`src/rtl/regfile_wb_ctrl_pkg.sv`:
```
// rtl/regfile_wb_ctrl_pkg.sv - shared types for the integer writeback path (package riscv_wb_pkg)
package riscv_wb_pkg;

  localparam int XLEN = 64;

  typedef struct packed {
    logic [4:0]      rd;
    logic [XLEN-1:0] data;
  } wb_entry_t;

  typedef enum logic [1:0] {
    WB_SRC_NONE,
    WB_SRC_ALU,
    WB_SRC_LSU
  } wb_src_e;

  // x0 is hardwired to zero, so a result aimed at it never enables the write port
  function automatic logic wb_live(input logic [4:0] rd);
    return rd != 5'd0;
  endfunction

endpackage

```
`src/rtl/regfile_wb_ctrl_if.sv`:
```
// rtl/regfile_wb_ctrl_if.sv - producer, register-file and bypass signals of the writeback controller
interface regfile_wb_ctrl_if;
  import riscv_wb_pkg::*;

  logic            alu_valid;
  logic            alu_ready;
  logic [4:0]      alu_rd;
  logic [XLEN-1:0] alu_data;
  logic            lsu_valid;
  logic            lsu_ready;
  logic [4:0]      lsu_rd;
  logic [XLEN-1:0] lsu_data;
  logic [4:0]      rd;
  logic            rd_we;
  logic [XLEN-1:0] rd_data;
  logic [4:0]      byp_rs1;
  logic [4:0]      byp_rs2;
  logic            byp_rs1_hit;
  logic            byp_rs2_hit;
  logic [XLEN-1:0] byp_data;

  modport master (
    output alu_valid, alu_rd, alu_data, lsu_valid, lsu_rd, lsu_data, byp_rs1, byp_rs2,
    input  alu_ready, lsu_ready, rd, rd_we, rd_data, byp_rs1_hit, byp_rs2_hit, byp_data
  );

  modport slave (
    input  alu_valid, alu_rd, alu_data, lsu_valid, lsu_rd, lsu_data, byp_rs1, byp_rs2,
    output alu_ready, lsu_ready, rd, rd_we, rd_data, byp_rs1_hit, byp_rs2_hit, byp_data
  );

endinterface

```
`src/rtl/regfile_wb_ctrl_fifo.sv`:
```
// rtl/regfile_wb_ctrl_fifo.sv - wb_fifo: load-result FIFO, wrap-bit pointers, no fall-through
module wb_fifo
  import riscv_wb_pkg::*;
#(
  parameter int DEPTH = 4
) (
  input  logic      clk,
  input  logic      rst,
  input  logic      push,
  input  wb_entry_t push_entry,
  input  logic      pop,
  output wb_entry_t pop_entry,
  output logic      full,
  output logic      empty
);

  localparam int AW = $clog2(DEPTH);

  logic [AW:0] wr_ptr;
  logic [AW:0] rd_ptr;
  wb_entry_t   mem [DEPTH];

  // Same index with differing wrap bits means the writer is a full lap ahead
  assign empty     = (wr_ptr == rd_ptr);
  assign full      = (wr_ptr[AW] != rd_ptr[AW]) && (wr_ptr[AW-1:0] == rd_ptr[AW-1:0]);
  assign pop_entry = mem[rd_ptr[AW-1:0]];

  always_ff @(posedge clk or posedge rst) begin
    if (rst) begin
      wr_ptr <= '0;
      rd_ptr <= '0;
    end else begin
      if (push && !full) begin
        wr_ptr <= wr_ptr + (AW+1)'(1);
      end
      if (pop && !empty) begin
        rd_ptr <= rd_ptr + (AW+1)'(1);
      end
    end
  end

  always_ff @(posedge clk) begin
    if (push && !full) begin
      mem[wr_ptr[AW-1:0]] <= push_entry;
    end
  end

endmodule

```
`src/rtl/regfile_wb_ctrl.sv`:
```
// rtl/regfile_wb_ctrl.sv - ALU/LSU writeback arbiter with starvation guard; WB_BYPASS_EN adds forwarding
module regfile_wb_ctrl
  import riscv_wb_pkg::*;
#(
  parameter int LSU_DEPTH    = 4,
  parameter int STARVE_LIMIT = 3
) (
  input logic              clk,
  input logic              rst,
  regfile_wb_ctrl_if.slave bus
);

  localparam int SW = $clog2(STARVE_LIMIT + 1);
  localparam logic [SW-1:0] STARVE_MAX = SW'(STARVE_LIMIT);

  logic            fifo_full;
  logic            fifo_empty;
  logic            lsu_push;
  logic            lsu_win;
  wb_entry_t       lsu_entry;
  wb_entry_t       fifo_head;
  wb_src_e         wb_src;
  logic [SW-1:0]   starve_cnt;
  logic [4:0]      rd_q;
  logic            rd_we_q;
  logic [XLEN-1:0] rd_data_q;

  assign lsu_entry     = '{rd: bus.lsu_rd, data: bus.lsu_data};
  assign lsu_push      = bus.lsu_valid && !fifo_full;
  assign bus.lsu_ready = !fifo_full;

  wb_fifo #(.DEPTH(LSU_DEPTH)) u_lsu_fifo (
    .clk        (clk),
    .rst        (rst),
    .push       (lsu_push),
    .push_entry (lsu_entry),
    .pop        (lsu_win),
    .pop_entry  (fifo_head),
    .full       (fifo_full),
    .empty      (fifo_empty)
  );

  // ALU has priority unless the queued loads have already waited STARVE_LIMIT wins
  always_comb begin
    lsu_win = !fifo_empty && (!bus.alu_valid || (starve_cnt >= STARVE_MAX));
    wb_src  = WB_SRC_NONE;
    if (lsu_win) begin
      wb_src = WB_SRC_LSU;
    end else if (bus.alu_valid) begin
      wb_src = WB_SRC_ALU;
    end
  end

  assign bus.alu_ready = !lsu_win;

  always_ff @(posedge clk or posedge rst) begin
    if (rst) begin
      rd_q       <= '0;
      rd_we_q    <= 1'b0;
      rd_data_q  <= '0;
      starve_cnt <= '0;
    end else begin
      case (wb_src)
        WB_SRC_ALU: begin
          rd_q      <= bus.alu_rd;
          rd_data_q <= bus.alu_data;
          rd_we_q   <= wb_live(bus.alu_rd);
        end
        WB_SRC_LSU: begin
          rd_q      <= fifo_head.rd;
          rd_data_q <= fifo_head.data;
          rd_we_q   <= wb_live(fifo_head.rd);
        end
        default: rd_we_q <= 1'b0;
      endcase

      if (lsu_win) begin
        starve_cnt <= '0;
      end else if (!fifo_empty && bus.alu_valid && (starve_cnt < STARVE_MAX)) begin
        starve_cnt <= starve_cnt + SW'(1);
      end
    end
  end

  assign bus.rd      = rd_q;
  assign bus.rd_we   = rd_we_q;
  assign bus.rd_data = rd_data_q;

`ifdef WB_BYPASS_EN
  // The register file still returns the old value in the cycle its write is in flight
  assign bus.byp_rs1_hit = rd_we_q && (rd_q == bus.byp_rs1) && (bus.byp_rs1 != 5'd0);
  assign bus.byp_rs2_hit = rd_we_q && (rd_q == bus.byp_rs2) && (bus.byp_rs2 != 5'd0);
  assign bus.byp_data    = rd_data_q;
`else
  logic unused_byp;
  assign unused_byp      = ^{bus.byp_rs1, bus.byp_rs2};
  assign bus.byp_rs1_hit = 1'b0;
  assign bus.byp_rs2_hit = 1'b0;
  assign bus.byp_data    = '0;
`endif

endmodule

```
`src/flat_wrapper.sv`:
```
// flat-port wrapper written by rule: the top's interface ports become plain ports
module regfile_wb_ctrl_flat import riscv_wb_pkg::*;
#(
  parameter int LSU_DEPTH    = 4,
  parameter int STARVE_LIMIT = 3
)
  (clk, rst, bus_alu_valid, bus_alu_rd, bus_alu_data, bus_lsu_valid, bus_lsu_rd, bus_lsu_data, bus_byp_rs1, bus_byp_rs2, bus_alu_ready, bus_lsu_ready, bus_rd, bus_rd_we, bus_rd_data, bus_byp_rs1_hit, bus_byp_rs2_hit, bus_byp_data);
  regfile_wb_ctrl_if bus_i ();
  input logic clk;
  input logic rst;
  input wire logic [$bits(bus_i.alu_valid)-1:0] bus_alu_valid;
  input wire logic [$bits(bus_i.alu_rd)-1:0] bus_alu_rd;
  input wire logic [$bits(bus_i.alu_data)-1:0] bus_alu_data;
  input wire logic [$bits(bus_i.lsu_valid)-1:0] bus_lsu_valid;
  input wire logic [$bits(bus_i.lsu_rd)-1:0] bus_lsu_rd;
  input wire logic [$bits(bus_i.lsu_data)-1:0] bus_lsu_data;
  input wire logic [$bits(bus_i.byp_rs1)-1:0] bus_byp_rs1;
  input wire logic [$bits(bus_i.byp_rs2)-1:0] bus_byp_rs2;
  output wire logic [$bits(bus_i.alu_ready)-1:0] bus_alu_ready;
  output wire logic [$bits(bus_i.lsu_ready)-1:0] bus_lsu_ready;
  output wire logic [$bits(bus_i.rd)-1:0] bus_rd;
  output wire logic [$bits(bus_i.rd_we)-1:0] bus_rd_we;
  output wire logic [$bits(bus_i.rd_data)-1:0] bus_rd_data;
  output wire logic [$bits(bus_i.byp_rs1_hit)-1:0] bus_byp_rs1_hit;
  output wire logic [$bits(bus_i.byp_rs2_hit)-1:0] bus_byp_rs2_hit;
  output wire logic [$bits(bus_i.byp_data)-1:0] bus_byp_data;
  assign bus_i.alu_valid = bus_alu_valid;
  assign bus_i.alu_rd = bus_alu_rd;
  assign bus_i.alu_data = bus_alu_data;
  assign bus_i.lsu_valid = bus_lsu_valid;
  assign bus_i.lsu_rd = bus_lsu_rd;
  assign bus_i.lsu_data = bus_lsu_data;
  assign bus_i.byp_rs1 = bus_byp_rs1;
  assign bus_i.byp_rs2 = bus_byp_rs2;
  assign bus_alu_ready = bus_i.alu_ready;
  assign bus_lsu_ready = bus_i.lsu_ready;
  assign bus_rd = bus_i.rd;
  assign bus_rd_we = bus_i.rd_we;
  assign bus_rd_data = bus_i.rd_data;
  assign bus_byp_rs1_hit = bus_i.byp_rs1_hit;
  assign bus_byp_rs2_hit = bus_i.byp_rs2_hit;
  assign bus_byp_data = bus_i.byp_data;
  regfile_wb_ctrl #(.LSU_DEPTH(LSU_DEPTH), .STARVE_LIMIT(STARVE_LIMIT)) u_core (.clk(clk), .rst(rst), .bus(bus_i));
endmodule
```
`config.mk`:
```
export PLATFORM = sky130hd
export DESIGN_NAME = regfile_wb_ctrl_flat
export DESIGN_NICKNAME = d
export VERILOG_FILES = /design/src/rtl/regfile_wb_ctrl_pkg.sv /design/src/rtl/regfile_wb_ctrl_if.sv /design/src/rtl/regfile_wb_ctrl_fifo.sv /design/src/rtl/regfile_wb_ctrl.sv /design/src/flat_wrapper.sv
export SDC_FILE = /design/constraint.sdc
export NUM_CORES = 1
export LEC_CHECK = 0
export CAP_MARGIN = 20
export CELL_PAD_IN_SITES_DETAIL_PLACEMENT = 2
export CELL_PAD_IN_SITES_GLOBAL_PLACEMENT = 2
export CORE_MARGIN = 8
export CORE_UTILIZATION = 40
export DETAILED_ROUTE_END_ITERATION = 10
export PLACE_DENSITY_LB_ADDON = 0.2
export SYNTH_ARGS = -nofsm -noshare
export SYNTH_HDL_FRONTEND = slang
export SYNTH_SLANG_ARGS = --single-unit
```
`constraint.sdc`:
```
create_clock -name clk -period 6.5 [get_ports clk]
set_clock_uncertainty 0.05 [all_clocks]
set_input_delay 1.3 -clock clk [delete_from_list [all_inputs] [get_ports clk]]
set_output_delay 1.3 -clock clk [all_outputs]
set_load 0.05 [all_outputs]
```
=== After elaboration in Yosys (flattened, before gate mapping) ===
Memories as Yosys holds them, arrays and structs flattened.
Cells that the tools add are included.

* Memories: 1
* Flip-flop bits (word level): 78
* Output and inout bits: 138
* RAM bits: 276

* Add/sub/neg operators: 3
* Magnitude comparators: 2
* Reduce and logical (&&, ||, !) cells: 16
* Multiplexer cells: 9
* Eq/ne operators: 5

{| class="wikitable"
|+ Memory list
! memory !! depth !! width !! rd ports !! clocked after memory_dff !! wr ports !! RTL line !! RTL
|-
| u_core.u_lsu_fifo.mem || 4 || 69 || 1 || 0 || 1 || regfile_wb_ctrl_fifo.sv:21 || <nowiki>wb_entry_t mem [DEPTH];</nowiki>
|}

{| class="wikitable"
|+ Operators by type and width
! operator !! number
|-
| 64-bit case mux with 2 select lines || 1
|-
| 5-bit case mux with 2 select lines || 1
|-
| 5-bit nonzero test || 2
|-
| 1-bit logical AND || 7
|-
| 3-bit by 1-bit adder with 3-bit output (second input constant) || 2
|-
| 2-bit two-way mux || 3
|-
| 1-bit logical NOT || 4
|-
| 2-bit nonzero test || 2
|-
| 3-bit == test || 1
|-
| 1-bit two-way mux || 3
|-
| 2-bit by 1-bit adder with 2-bit output (second input constant) || 1
|-
| 2-bit by 1-bit == test with 1-bit output (second input constant) || 1
|-
| 2-bit == test || 1
|-
| 2-bit == test (second input constant) || 1
|-
| 2-bit greater-or-equal comparator (second input constant) || 1
|-
| 2-bit < comparator (second input constant) || 1
|-
| 1-bit case mux with 2 select lines || 1
|-
| 1-bit logical OR || 1
|-
| 1-bit != test || 1
|}

=== Logic depth before layout (Yosys ltp) ===
Gate-level depths: netlist of run 1.

* Depth in word-level cells: 7
* Mapped depth: 8
* Gate-level depth less buffers: 5

=== Modules after synthesis ===
From an unflattened synthesis of run 1, not the netlist that was laid out.

* Cells, all modules: 731
* Area, all modules: 14223.6 um^2

{| class="wikitable"
|+ By module, submodules not included
! module !! times used !! cells an instance !! sequential area each (um^2) !! area each (um^2)
|-
| wb_fifo || 1 || 410 || 8438.1 || 10442.5
|-
| regfile_wb_ctrl || 1 || 321 || 1801.7 || 3781.1
|}

=== Least setup slack after synthesis of run 1 ===
No wires, ideal clock.

* Kind: in2reg
* From: input bus_lsu_valid
* To: memory u_core.u_lsu_fifo.mem[3][0] (netlist bit), enable pin
* Stages: 3
* Library setup time: 0.436 ns
* Data required time: 6.014 ns
* Path buffers: 0
* Slack: 2.636 ns
* Arrival time: 3.378 ns
* Path through: inv_1 a31oi_1 and2_1

* Longest elaborated chain between the ends: 4

{| class="wikitable"
|+ RTL lines
! item !! RTL line !! RTL
|-
| start: declaration || flat_wrapper.sv:14 || <nowiki>input wire logic [$bits(bus_i.lsu_valid)-1:0] bus_lsu_valid;</nowiki>
|-
| 1-bit logical AND || regfile_wb_ctrl.sv:29 || <nowiki>assign lsu_push = bus.lsu_valid && !fifo_full;</nowiki>
|-
| 1-bit logical AND || regfile_wb_ctrl_fifo.sv:43 || <nowiki>if (push && !full) begin</nowiki>
|-
| 1-bit two-way mux || regfile_wb_ctrl_fifo.sv:43 ||
|-
| 1-bit two-way mux (not written as such) || regfile_wb_ctrl_fifo.sv:44 || <nowiki>mem[wr_ptr[AW-1:0]] <= push_entry;</nowiki>
|-
| end: declaration || regfile_wb_ctrl_fifo.sv:21 ||
|}

No other way between the ends.

=== Final worst setup path of run 1 ===
* From: input bus_alu_valid
* To: output bus_alu_ready

* Longest elaborated chain between the ends: 4

{| class="wikitable"
|+ RTL lines
! item !! RTL line !! RTL
|-
| start: declaration || flat_wrapper.sv:11 || <nowiki>input wire logic [$bits(bus_i.alu_valid)-1:0] bus_alu_valid;</nowiki>
|-
| 1-bit logical NOT || regfile_wb_ctrl.sv:45 || <nowiki>lsu_win = !fifo_empty && (!bus.alu_valid || (starve_cnt >= STARVE_MAX));</nowiki>
|-
| 1-bit logical OR || regfile_wb_ctrl.sv:45 ||
|-
| 1-bit logical AND || regfile_wb_ctrl.sv:45 ||
|-
| 1-bit logical NOT || regfile_wb_ctrl.sv:54 || <nowiki>assign bus.alu_ready = !lsu_win;</nowiki>
|-
| end: declaration || flat_wrapper.sv:19 || <nowiki>output wire logic [$bits(bus_i.alu_ready)-1:0] bus_alu_ready;</nowiki>
|}

No other way between the ends.

==> results of run 1 <==
## routing by layer
| metal | vias up | global-route usage, % |
|---|---|---|
| li1 | 3316 | - |
| met1 | 3914 | 20.9 |
| met2 | 205 | 29.9 |
| met3 | 54 | 4.25 |
| met4 | 6 | 4.11 |
| met5 | - | 0 |
## logic make-up after synthesis
kind of cell	synth area share (%)
buffers and inverters	5.49
muxes	16.0
and+or+nand+nor	2.56
DFF	72.1
xor gates and xnor gates	0.713
adders and majority gates	0.528
AOI/OAI and AO/OA	2.67
other	0.0264
## registers in the layout (all words and copies together) (netlist names)
name                      cells
u_core.starve_cnt             2
u_core.u_lsu_fifo.mem       276
u_core.u_lsu_fifo.rd_ptr      3
u_core.u_lsu_fifo.wr_ptr      3
u_core.bus.rd_we              1
u_core.bus.rd                 5
u_core.bus.rd_data           64
## how the worst min path moves through the flow
| stage | startpoint | cells past startpoint | to |
|---|---|---|---|
| final | u_core.bus.rd_data[7]$_DFFE_PP0P_ | 2 | u_core.bus.rd_data[7]$_DFFE_PP0P_ |
| after global routing | u_core.bus.rd_data[9]$_DFFE_PP0P_ | 2 | u_core.bus.rd_data[9]$_DFFE_PP0P_ |
| after CTS | u_core.bus.rd_data[9]$_DFFE_PP0P_ | 2 | u_core.bus.rd_data[9]$_DFFE_PP0P_ |
| after detailed placement | u_core.bus.rd_data[9]$_DFFE_PP0P_ | 2 | u_core.bus.rd_data[9]$_DFFE_PP0P_ |
| after global placement | u_core.bus.rd_data[50]$_DFFE_PP0P_ | 2 | u_core.bus.rd_data[50]$_DFFE_PP0P_ |
| after floorplan | u_core.starve_cnt[0]$_DFFE_PP0P_ | 1 | u_core.starve_cnt[0]$_DFFE_PP0P_ |
## stage by stage
stage | util (%) | worst slack [ns] | power (mW) | area [um2] | hold WS [ns]
2_1_floorplan | - | 2.64 | 6.00 | 14500 | 0.438
3_3_place_gp | 46.7 | 1.81 | 6.98 | 16500 | 0.418
3_5_place_dp | 46.7 | 1.74 | 7.11 | 16500 | 0.426
4_1_cts | 50.4 | 1.71 | 9.37 | 17800 | 0.440
5_1_grt | 50.5 | 1.58 | 9.68 | 17800 | 0.455
6_report | 50.5 | 1.76 | 9.22 | 17800 | 0.431
## power by group
part	internal [mW]	switching (mW)	leakage, nW
logic	1.33	2.18	2.23
registers	3.15	0.340	3.44
clock network	1.34	0.880	0.631
total	5.82	3.40	6.31
## worst max-delay path, stage by stage
cell,delay [ns]
clkdlybuf4s50_1,0.50
nand2b_1,0.16
o31a_2,0.65
inv_2,0.06
clkdlybuf4s50_1,0.72
## cell type report
cell class / instances / area, um2 / area share (%)
inverter: 6 / 25.0 / 0.140
sequential: 354 / 10200 / 57.5
clock inverter: 16 / 158 / 0.884
clock buffer: 54 / 1130 / 6.36
tap: 461 / 577 / 3.24
antenna: 3 / 7.51 / 0.0421
timing repair buffer: 224 / 2230 / 12.5
multi-input combinational: 380 / 3450 / 19.3
## placed cells by master (no fill, tap or decap)
cell and count:
nor3_1 2, nand2_1 71, xor2_1 2, diode_2 3, o21ai_1 71, a31oi_1 1
clkinv_1 5, mux4_2 69, buf_4 10, nand3_1 1, xnor2_1 4, mux2i_1 69
inv_1 4, inv_2 1, inv_4 1, dfrtp_4 2, or4_1 1, ha_1 6
xor2_2 3, clkbuf_8 6, dfrtp_1 76, clkbuf_16 41, mux2_1 2, nand2b_1 1
or3_1 1, nand4b_1 1, o31a_2 1, a311oi_1 1, clkbuf_1 7, clkinvlp_4 2
inv_6 1, nor4_4 1, buf_16 1, clkdlybuf4s50_1 213, and2_4 4, nor2_1 2
edfxtp_1 276, bufinv_16 3, clkinv_2 5, conb_1 66
==> impl_metrics.env, run 1 <==
export IMPL_clk_latency_ns=0.51
export IMPL_wl_met3_um=2190
export IMPL_fin_setup_tns_ns=0
export IMPL_min_period_over_period_pct=72.9
export IMPL_wl_per_cell_um=23.9
export IMPL_nNetsFinal=1163
export IMPL_tritoncts="done"
export IMPL_drc=0
export IMPL_synthesis_area_um2=14200
export IMPL_drtIter0Drc=356
export IMPL_io_buffers=213
export IMPL_grt_max_degree=75
export IMPL_grt_pass1_wl_um=54400
export IMPL_synth_seq_cells=354
export IMPL_synthTopCellsByCount="276 x edfxtp_1, 78 x dfrtp_1, 71 x buf_4, 71 x nand2_1, 71 x o21ai_1"
export IMPL_rsz0062_at_grt="false"
export IMPL_synth_top_area_cell="edfxtp_1"
export IMPL_layoutNonFillerInstCount=1498
export IMPL_postRouteAntennaNets=0
export IMPL_hold_class="reg2reg"
export IMPL_overflow=0
export IMPL_drt_met1_wl_um=14400
export IMPL_yosysTopAreaCellShare_pct=58.3
export IMPL_cts_buffer_depth=3
export IMPL_netlist_instances=780
export IMPL_outcome="finished, final reports clean"
export IMPL_r2r_setup_slack_ns=2.94
export IMPL_yosysUniqueCellTypes=31
export IMPL_setup_worst_path_class="in2out"
export IMPL_grt_usage_pct=17.0
export IMPL_die_h_um=204
export IMPL_initial_utilization_pct=40.2
export IMPL_cts_hold_buf=0
export IMPL_crit_path_end="bus_alu_ready"
export IMPL_htree_levels=2
export IMPL_ir_drop_v=0.000237
export IMPL_max_freq_ghz=0.211
export IMPL_core_um2=35300
export IMPL_die_area_um2=41800
export IMPL_viasPerCell=5.00
export IMPL_cap_violations=0
export IMPL_antenna_found_initial=4
export IMPL_rows=69
export IMPL_dieWidth_um=204
export IMPL_nFillCells=3252
export IMPL_r2r_start="u_core.u_lsu_fifo.rd_ptr[0]$_DFFE_PP0P_"
export IMPL_synth_area_top_cells="edfxtp_1 58%, dfrtp_1 14%, mux4_2 11%, mux2i_1 4.9%, buf_4 3.8%"
export IMPL_slew_headroom_pct=41.1
export IMPL_power_leakage_nw=6.31
export IMPL_wirelength_um=35700
export IMPL_cts_repair_resized=0
export IMPL_clock_sinks=354
export IMPL_root_buffer="clkbuf_16"
export IMPL_cts_buffers=39
export IMPL_yosysWarnings=0
export IMPL_tightest_slew_ns=0.883
export IMPL_synth_most_common_cell="edfxtp_1"
export IMPL_clk_pin_slew_ns=0.05
export IMPL_cp_startpoint="bus_alu_valid"
export IMPL_highest_layer="met5"
export IMPL_avgSynthCellArea_um2=18.2
export IMPL_arrival_ns=3.39
export IMPL_io_pins=290
export IMPL_wl_met2_um=18400
export IMPL_synth_edff_count=276
export IMPL_power_density_nw_per_um2=517
export IMPL_setup_viol=0
export IMPL_reg2reg_depth=4
export IMPL_critPathMaxFanout=18
export IMPL_rr_endpoint="u_core.u_lsu_fifo.mem[2][37]$_DFFE_PP_"
export IMPL_layout_drive_gt1_share_pct=14.6
export IMPL_maxSlewViolCount=0
export IMPL_end_kind="primary output"
export IMPL_dr_pass1_iters=4
export IMPL_async_flop_share_pct=22.0
export IMPL_postCtsSetupBuffers=0
export IMPL_ys_seq_area_share_pct=72.1
export IMPL_vias=7495
export IMPL_synthToLayoutAreaGrowth_pct=25.5
export IMPL_place_congestion=0.676
export IMPL_ys_flop_type="edfxtp_1"
export IMPL_critPathRequiredTime_ns=5.15
export IMPL_dp_hpwl_um=22800
export IMPL_period_needed_ns=4.74
export IMPL_grt_pass1_vias=8665
export IMPL_hold_viol=0
export IMPL_dp_cells=1424
export IMPL_worstSetupStartpointType="primary input"
(Power assumes the default switching activity.)
==> run 2, diff against run 1 <==
--- a/config.mk
+++ b/config.mk
@@ -9,7 +9,7 @@
 export CELL_PAD_IN_SITES_DETAIL_PLACEMENT = 2
 export CELL_PAD_IN_SITES_GLOBAL_PLACEMENT = 2
 export CORE_MARGIN = 8
-export CORE_UTILIZATION = 40
+export CORE_UTILIZATION = 34
 export DETAILED_ROUTE_END_ITERATION = 10
 export PLACE_DENSITY_LB_ADDON = 0.2
 export SYNTH_ARGS = -nofsm -noshare
==> constraint.sdc (replaced) <==
create_clock -name clk -period 4.2 [get_ports clk]
set_clock_uncertainty 0.05 [all_clocks]
set_input_delay 0.84 -clock clk [delete_from_list [all_inputs] [get_ports clk]]
set_output_delay 0.84 -clock clk [all_outputs]
set_load 0.05 [all_outputs]
==> run 2 against run 1 <==
Effect of this change: total power up 54%; hold slack better by 0.0038 ns; worst setup slack worse by 1.2 ns; sequential cell count unchanged; critical path depth down 1; non-clock buffer count up 9; critical endpoint unchanged; cell area up 1.1%; routed wire length down 1.1%; clock power up 53%; global-route usage down 2.5 points; largest power group unchanged; sequential power up 51%.
==> impl_metrics.env, run 2 (synthesis results as in run 1) <==
export IMPL_outcome="finished, final reports clean"
export IMPL_period_needed_ns=3.68
export IMPL_io_buffers=213
export IMPL_fin_setup_tns_ns=0
export IMPL_clock_sinks=354
export IMPL_clk_pin_slew_ns=0.06
export IMPL_grt_pass1_wl_um=52800
export IMPL_fin_util_pct=43.3
export IMPL_largest_reg_flops=276
export IMPL_dr_pass1_iters=4
export IMPL_ir_drop_v=0.000415
export IMPL_core_um2=41600
export IMPL_io_pins=290
export IMPL_drtIter0Drc=245
export IMPL_power_leakage_nw=6.35
export IMPL_maxSlewViolCount=0
export IMPL_slew_headroom_pct=43.3
export IMPL_power_density_nw_per_um2=790
export IMPL_cts_repair_resized=0
export IMPL_final_common_cell="edfxtp_1"
export IMPL_grt_usage_pct=14.6
export IMPL_cts_hold_buf=0
export IMPL_postRouteAntennaNets=0
export IMPL_layout_drive_gt1_share_pct=15.2
export IMPL_hold_class="reg2reg"
export IMPL_drc=0
export IMPL_p_int_mw=8.99
export IMPL_vias=7383
export IMPL_rsz0062_at_grt="false"
export IMPL_min_period_over_period_pct=87.6
export IMPL_root_buffer="clkbuf_16"
export IMPL_regArea_um2=10200
export IMPL_clockPowerShare_pct=23.9
export IMPL_wirelength_um=35300
export IMPL_pwr_share_comb_pct=39.1
export IMPL_setup_worst_path_class="reg2out"
export IMPL_worstSetupStartpointType="flop"
export IMPL_htree_levels=2
export IMPL_viasPerCell=4.64
export IMPL_place_congestion=0.677
export IMPL_end_kind="primary output"
export IMPL_cts_buffers=41
export IMPL_p_switching_mw=5.24
export IMPL_grt_pass1_vias=8432
export IMPL_antenna_found_initial=5
export IMPL_grt_max_degree=75
export IMPL_p_sw_share_pct=36.8
export IMPL_rows=75
export IMPL_mostFrequentLayoutCells="276 x edfxtp_1, 213 x clkdlybuf4s50_1, 76 x dfrtp_1"
export IMPL_die_h_um=220
export IMPL_postCtsSetupBuffers=0
export IMPL_total_power_mw=14.2
export IMPL_critPathMaxFanout=24
export IMPL_cts_buffer_depth=3
export IMPL_overflow=0
export IMPL_critPathRequiredTime_ns=3.31
export IMPL_tightest_slew_ns=0.850
export IMPL_setup_viol=0
export IMPL_clk_latency_ns=0.54
export IMPL_max_freq_ghz=0.272
export IMPL_nNetsFinal=1174
export IMPL_synthToLayoutAreaGrowth_pct=26.8
export IMPL_initial_utilization_pct=34.2
export IMPL_tritoncts="done"
export IMPL_wl_per_cell_um=22.2
export IMPL_nFillCells=3971
export IMPL_die_area_um2=48600
export IMPL_dp_hpwl_um=23400
export IMPL_cap_violations=0
export IMPL_seq_power_share_pct=37.0
export IMPL_arrival_ns=2.79
export IMPL_multi_input_area_um2=3450
export IMPL_dieWidth_um=220
export IMPL_hold_viol=0
[run 2: cell types whose count changed in the layout (fill, tap and decap cells not counted), moves of 2 or more]
cell,change
clkinv_2,+3
clkbuf_16,+2
buf_4,+6
buf_12,+4
clkbuf_8,-5
clkbuf_1,+6
[run 2: cell type report]
cell class	count	share of cell area (%)
clock buffers	57	6.32
multi-input cells	380	19.1
flip-flops and latches	354	56.9
clock inverters	19	0.812
inverters	6	0.139
diodes	3	0.0417
well taps	539	3.74
repair buffers	233	12.9
[run 2: path summary, 6_finish.rpt]
check	from	to	slack, ns	cells past startpoint
setup reg to reg	u_core.u_lsu_fifo.rd_ptr[1]$_DFFE_PP0P_	u_core.bus.rd_data[53]$_DFFE_PP0P_	1.09	6
setup / recovery	u_core.u_lsu_fifo.rd_ptr[1]$_DFFE_PP0P_	bus_alu_ready	0.52	4
hold / removal	u_core.bus.rd_data[7]$_DFFE_PP0P_	u_core.bus.rd_data[7]$_DFFE_PP0P_	0.44	2
max in group asynchronous	rst	u_core.bus.rd_data[48]$_DFFE_PP0P_	2.66	3
min in group asynchronous	rst	u_core.bus.rd_data[21]$_DFFE_PP0P_	0.72	2
hold reg to reg	u_core.bus.rd_data[7]$_DFFE_PP0P_	u_core.bus.rd_data[7]$_DFFE_PP0P_	0.44	2
[run 2: routing by layer]
| metal | global-route usage [%] | share of wire [%] |
|---|---|---|
| met2 | 24.6 | 49 |
| met1 | 18.2 | 42 |
| met5 | 0 | 0.18 |
| met3 | 3.80 | 6.7 |
| met4 | 4.68 | 2.0 |
[run 2: power groups by stage]
stage          registers, mW  logic [mW]  clock network, mW
6_report                5.27        5.56               3.40
3_5_place_dp            5.36        5.71                  0
5_1_grt                 5.38        5.96               3.66
3_3_place_gp            5.30        5.62                  0
4_1_cts                 5.30        5.72               3.54
2_1_floorplan           6.45        2.82                  0
[run 2: critical path, stage by stage, from the launching register on]
cell             delay (ns)
dfrtp_4                0.66
xor2_2                 0.27
o31a_2                 0.40
inv_2                  0.05
clkdlybuf4s50_1        0.86
[run 2: metrics by stage]
step | std cells | worst slack, ns | area, um2 | hold slack, ns
after floorplan | 845 | 0.796 | 14500 | 0.438
after global placement | 1512 | 0.613 | 16700 | 0.417
after detailed placement | 1512 | 0.562 | 16700 | 0.429
after CTS | 1588 | 0.448 | 18000 | 0.441
after global routing | 1588 | 0.432 | 18000 | 0.464
final | 1591 | 0.521 | 18000 | 0.435
==> run 3, diff against run 2 <==
--- a/config.mk
+++ b/config.mk
@@ -9,8 +9,9 @@
 export CELL_PAD_IN_SITES_DETAIL_PLACEMENT = 2
 export CELL_PAD_IN_SITES_GLOBAL_PLACEMENT = 2
 export CORE_MARGIN = 8
-export CORE_UTILIZATION = 34
+export CORE_UTILIZATION = 40
 export DETAILED_ROUTE_END_ITERATION = 10
+export GPL_ROUTABILITY_DRIVEN = 0
 export PLACE_DENSITY_LB_ADDON = 0.2
 export SYNTH_ARGS = -nofsm -noshare
 export SYNTH_HDL_FRONTEND = slang
==> constraint.sdc (replaced) <==
create_clock -name clk -period 4.5 [get_ports clk]
set_clock_uncertainty 0.05 [all_clocks]
set_input_delay 0.9 -clock clk [delete_from_list [all_inputs] [get_ports clk]]
set_output_delay 0.9 -clock clk [all_outputs]
set_load 0.05 [all_outputs]
==> run 3 against run 2 <==
Effect of this change: total power is 6.9% lower; sequential power is 5.3% lower; global-route usage grew 1.9 points; final cell count fell by 5.5%; largest power group unchanged; largest cell class unchanged; worst setup slack better by 0.23 ns; combinational power shrank 7.6%; critical path depth unchanged.
==> impl_metrics.env, run 3 (synthesis results as in run 1) <==
export IMPL_rsz0062_at_grt="false"
export IMPL_viasPerCell=4.94
export IMPL_tightest_slew_ns=1.17
export IMPL_postRouteAntennaNets=0
export IMPL_slew_headroom_pct=22.2
export IMPL_r2r_start="u_core.u_lsu_fifo.rd_ptr[1]$_DFFE_PP0P_"
export IMPL_cts_buffer_depth=3
export IMPL_setup_worst_path_class="reg2out"
export IMPL_hold_class="reg2reg"
export IMPL_antenna_found_initial=7
export IMPL_cts_hold_buf=0
export IMPL_hp_start="u_core.bus.rd_data[63]$_DFFE_PP0P_"
export IMPL_fin_ws_ns=0.748
export IMPL_final_common_cell="edfxtp_1"
export IMPL_slowest_delay_ns=0.83
export IMPL_cap_violations=0
export IMPL_rows=69
export IMPL_clk_latency_ns=0.51
export IMPL_wirelength_um=34700
export IMPL_hold_slack_ns=0.431
export IMPL_initial_utilization_pct=40.2
export IMPL_highest_layer="met5"
export IMPL_fin_util_pct=50.6
export IMPL_seq_power_share_pct=37.6
export IMPL_min_delay_path_depth=2
export IMPL_p_switching_mw=4.88
export IMPL_setup_viol=0
export IMPL_reg2reg_depth=6
export IMPL_power_leakage_nw=6.32
export IMPL_drt_met1_wl_um=14600
export IMPL_postCtsSetupBuffers=0
export IMPL_fin_area_um2=17900
export IMPL_synthToLayoutAreaGrowth_pct=25.7
export IMPL_mostFrequentLayoutCells="276 x edfxtp_1, 213 x clkdlybuf4s50_1, 76 x dfrtp_1"
export IMPL_fin_setup_tns_ns=0
export IMPL_r2r_setup_slack_ns=1.27
export IMPL_dp_cells=1430
export IMPL_power_density_nw_per_um2=742
export IMPL_clockPowerShare_pct=23.5
export IMPL_die_area_um2=41800
export IMPL_io_buffers=213
export IMPL_core_um2=35300
export IMPL_cts_repair_resized=0
export IMPL_grt_max_degree=108
export IMPL_layoutNonFillerInstCount=1503
export IMPL_grt_usage_pct=16.4
export IMPL_clock_sinks=354
export IMPL_drtIter0Drc=341
export IMPL_nFillCells=3197
export IMPL_worstSetupStartpointType="flop"
export IMPL_p_int_mw=8.37
export IMPL_wl_met3_um=2010
export IMPL_min_to="u_core.bus.rd_data[63]$_DFFE_PP0P_"
export IMPL_p_sw_share_pct=36.8
export IMPL_critPathMaxFanout=30
export IMPL_grt_pass1_wl_um=52900
export IMPL_layout_drive_gt1_share_pct=14.7
export IMPL_largest_reg_flops=276
export IMPL_tritoncts="done"
export IMPL_wl_per_cell_um=23.1
export IMPL_crit_chain="xor2_2 -> o31a_2 -> inv_2 -> clkdlybuf4s50_1"
export IMPL_grt_pass1_vias=8449
export IMPL_wl_met2_um=17400
export IMPL_total_power_mw=13.2
export IMPL_vias=7428
export IMPL_max_freq_ghz=0.266
export IMPL_cts_buffers=39
export IMPL_root_buffer="clkbuf_16"
export IMPL_clk_pin_slew_ns=0.06
export IMPL_hold_viol=0
export IMPL_arrival_ns=2.80
export IMPL_die_h_um=204
export IMPL_io_pins=290
export IMPL_period_needed_ns=3.75
export IMPL_maxSlewViolCount=0
export IMPL_overflow=0
export IMPL_cp_slowest_cell="clkdlybuf4s50_1"
export IMPL_drc=0
export IMPL_htree_levels=2
export IMPL_ir_drop_v=0.000489
export IMPL_rr_endpoint="u_core.bus.rd_data[10]$_DFFE_PP0P_"
export IMPL_critPathRequiredTime_ns=3.55
export IMPL_nNetsFinal=1168
export IMPL_min_period_over_period_pct=83.4
export IMPL_end_kind="primary output"
export IMPL_dp_slack_ns=0.836
export IMPL_placed_area_um2=16600
export IMPL_pwr_share_comb_pct=38.8
export IMPL_dieWidth_um=204
export IMPL_dr_pass1_iters=4
export IMPL_regArea_um2=10200
export IMPL_multi_input_area_um2=3450
export IMPL_dp_hpwl_um=22800
export IMPL_outcome="finished, final reports clean"
run 3: metal layers:
| layer | up-vias | GRT usage (%) |
|---|---|---|
| met5 | - | 0 |
| met4 | 10 | 4.32 |
| met2 | 204 | 27.8 |
| met3 | 59 | 4.14 |
| met1 | 3831 | 20.9 |
| li1 | 3324 | - |
run 3: area by class of cell:
cell class	count	share of cell area, %
Antenna cell	2	0.0280
Clock buffer	51	6.01
Clock inverter	20	0.967
Inverter	6	0.140
Multi-Input combinational cell	380	19.3
Sequential cell	354	57.4
Tap cell	461	3.23
Timing Repair Buffer	229	13.0
run 3: worst max-delay path by stage:
stage	from	to	slack [ns]
after floorplan	bus_lsu_valid	u_core.u_lsu_fifo.mem[3][0]$_DFFE_PP_	1.04
after global placement	bus_alu_valid	bus_alu_ready	0.92
after detailed placement	bus_alu_valid	u_core.bus.rd_data[48]$_DFFE_PP0P_	0.84
after CTS	u_core.u_lsu_fifo.rd_ptr[1]$_DFFE_PP0P_	bus_alu_ready	0.65
after global routing	u_core.u_lsu_fifo.rd_ptr[1]$_DFFE_PP0P_	bus_alu_ready	0.63
final	u_core.u_lsu_fifo.rd_ptr[1]$_DFFE_PP0P_	bus_alu_ready	0.75
run 3: worst max-delay path, delay by kind of cell, from the launching register on:
family	cells	cell delay, ns
DFF	1	0.70
buffers and inverters	2	0.89
AOI/OAI and AO/OA	1	0.41
xor gates and xnor gates	1	0.28
run 3: power groups by stage:
stage	sequential [mW]	clock [mW]	combinational (mW)
finish	4.99	3.12	5.14
detailed placement	5.07	0	5.25
global route	5.10	3.31	5.49
CTS	5.02	3.22	5.28
floorplan	6.02	0	2.64
global placement	4.99	0	5.15
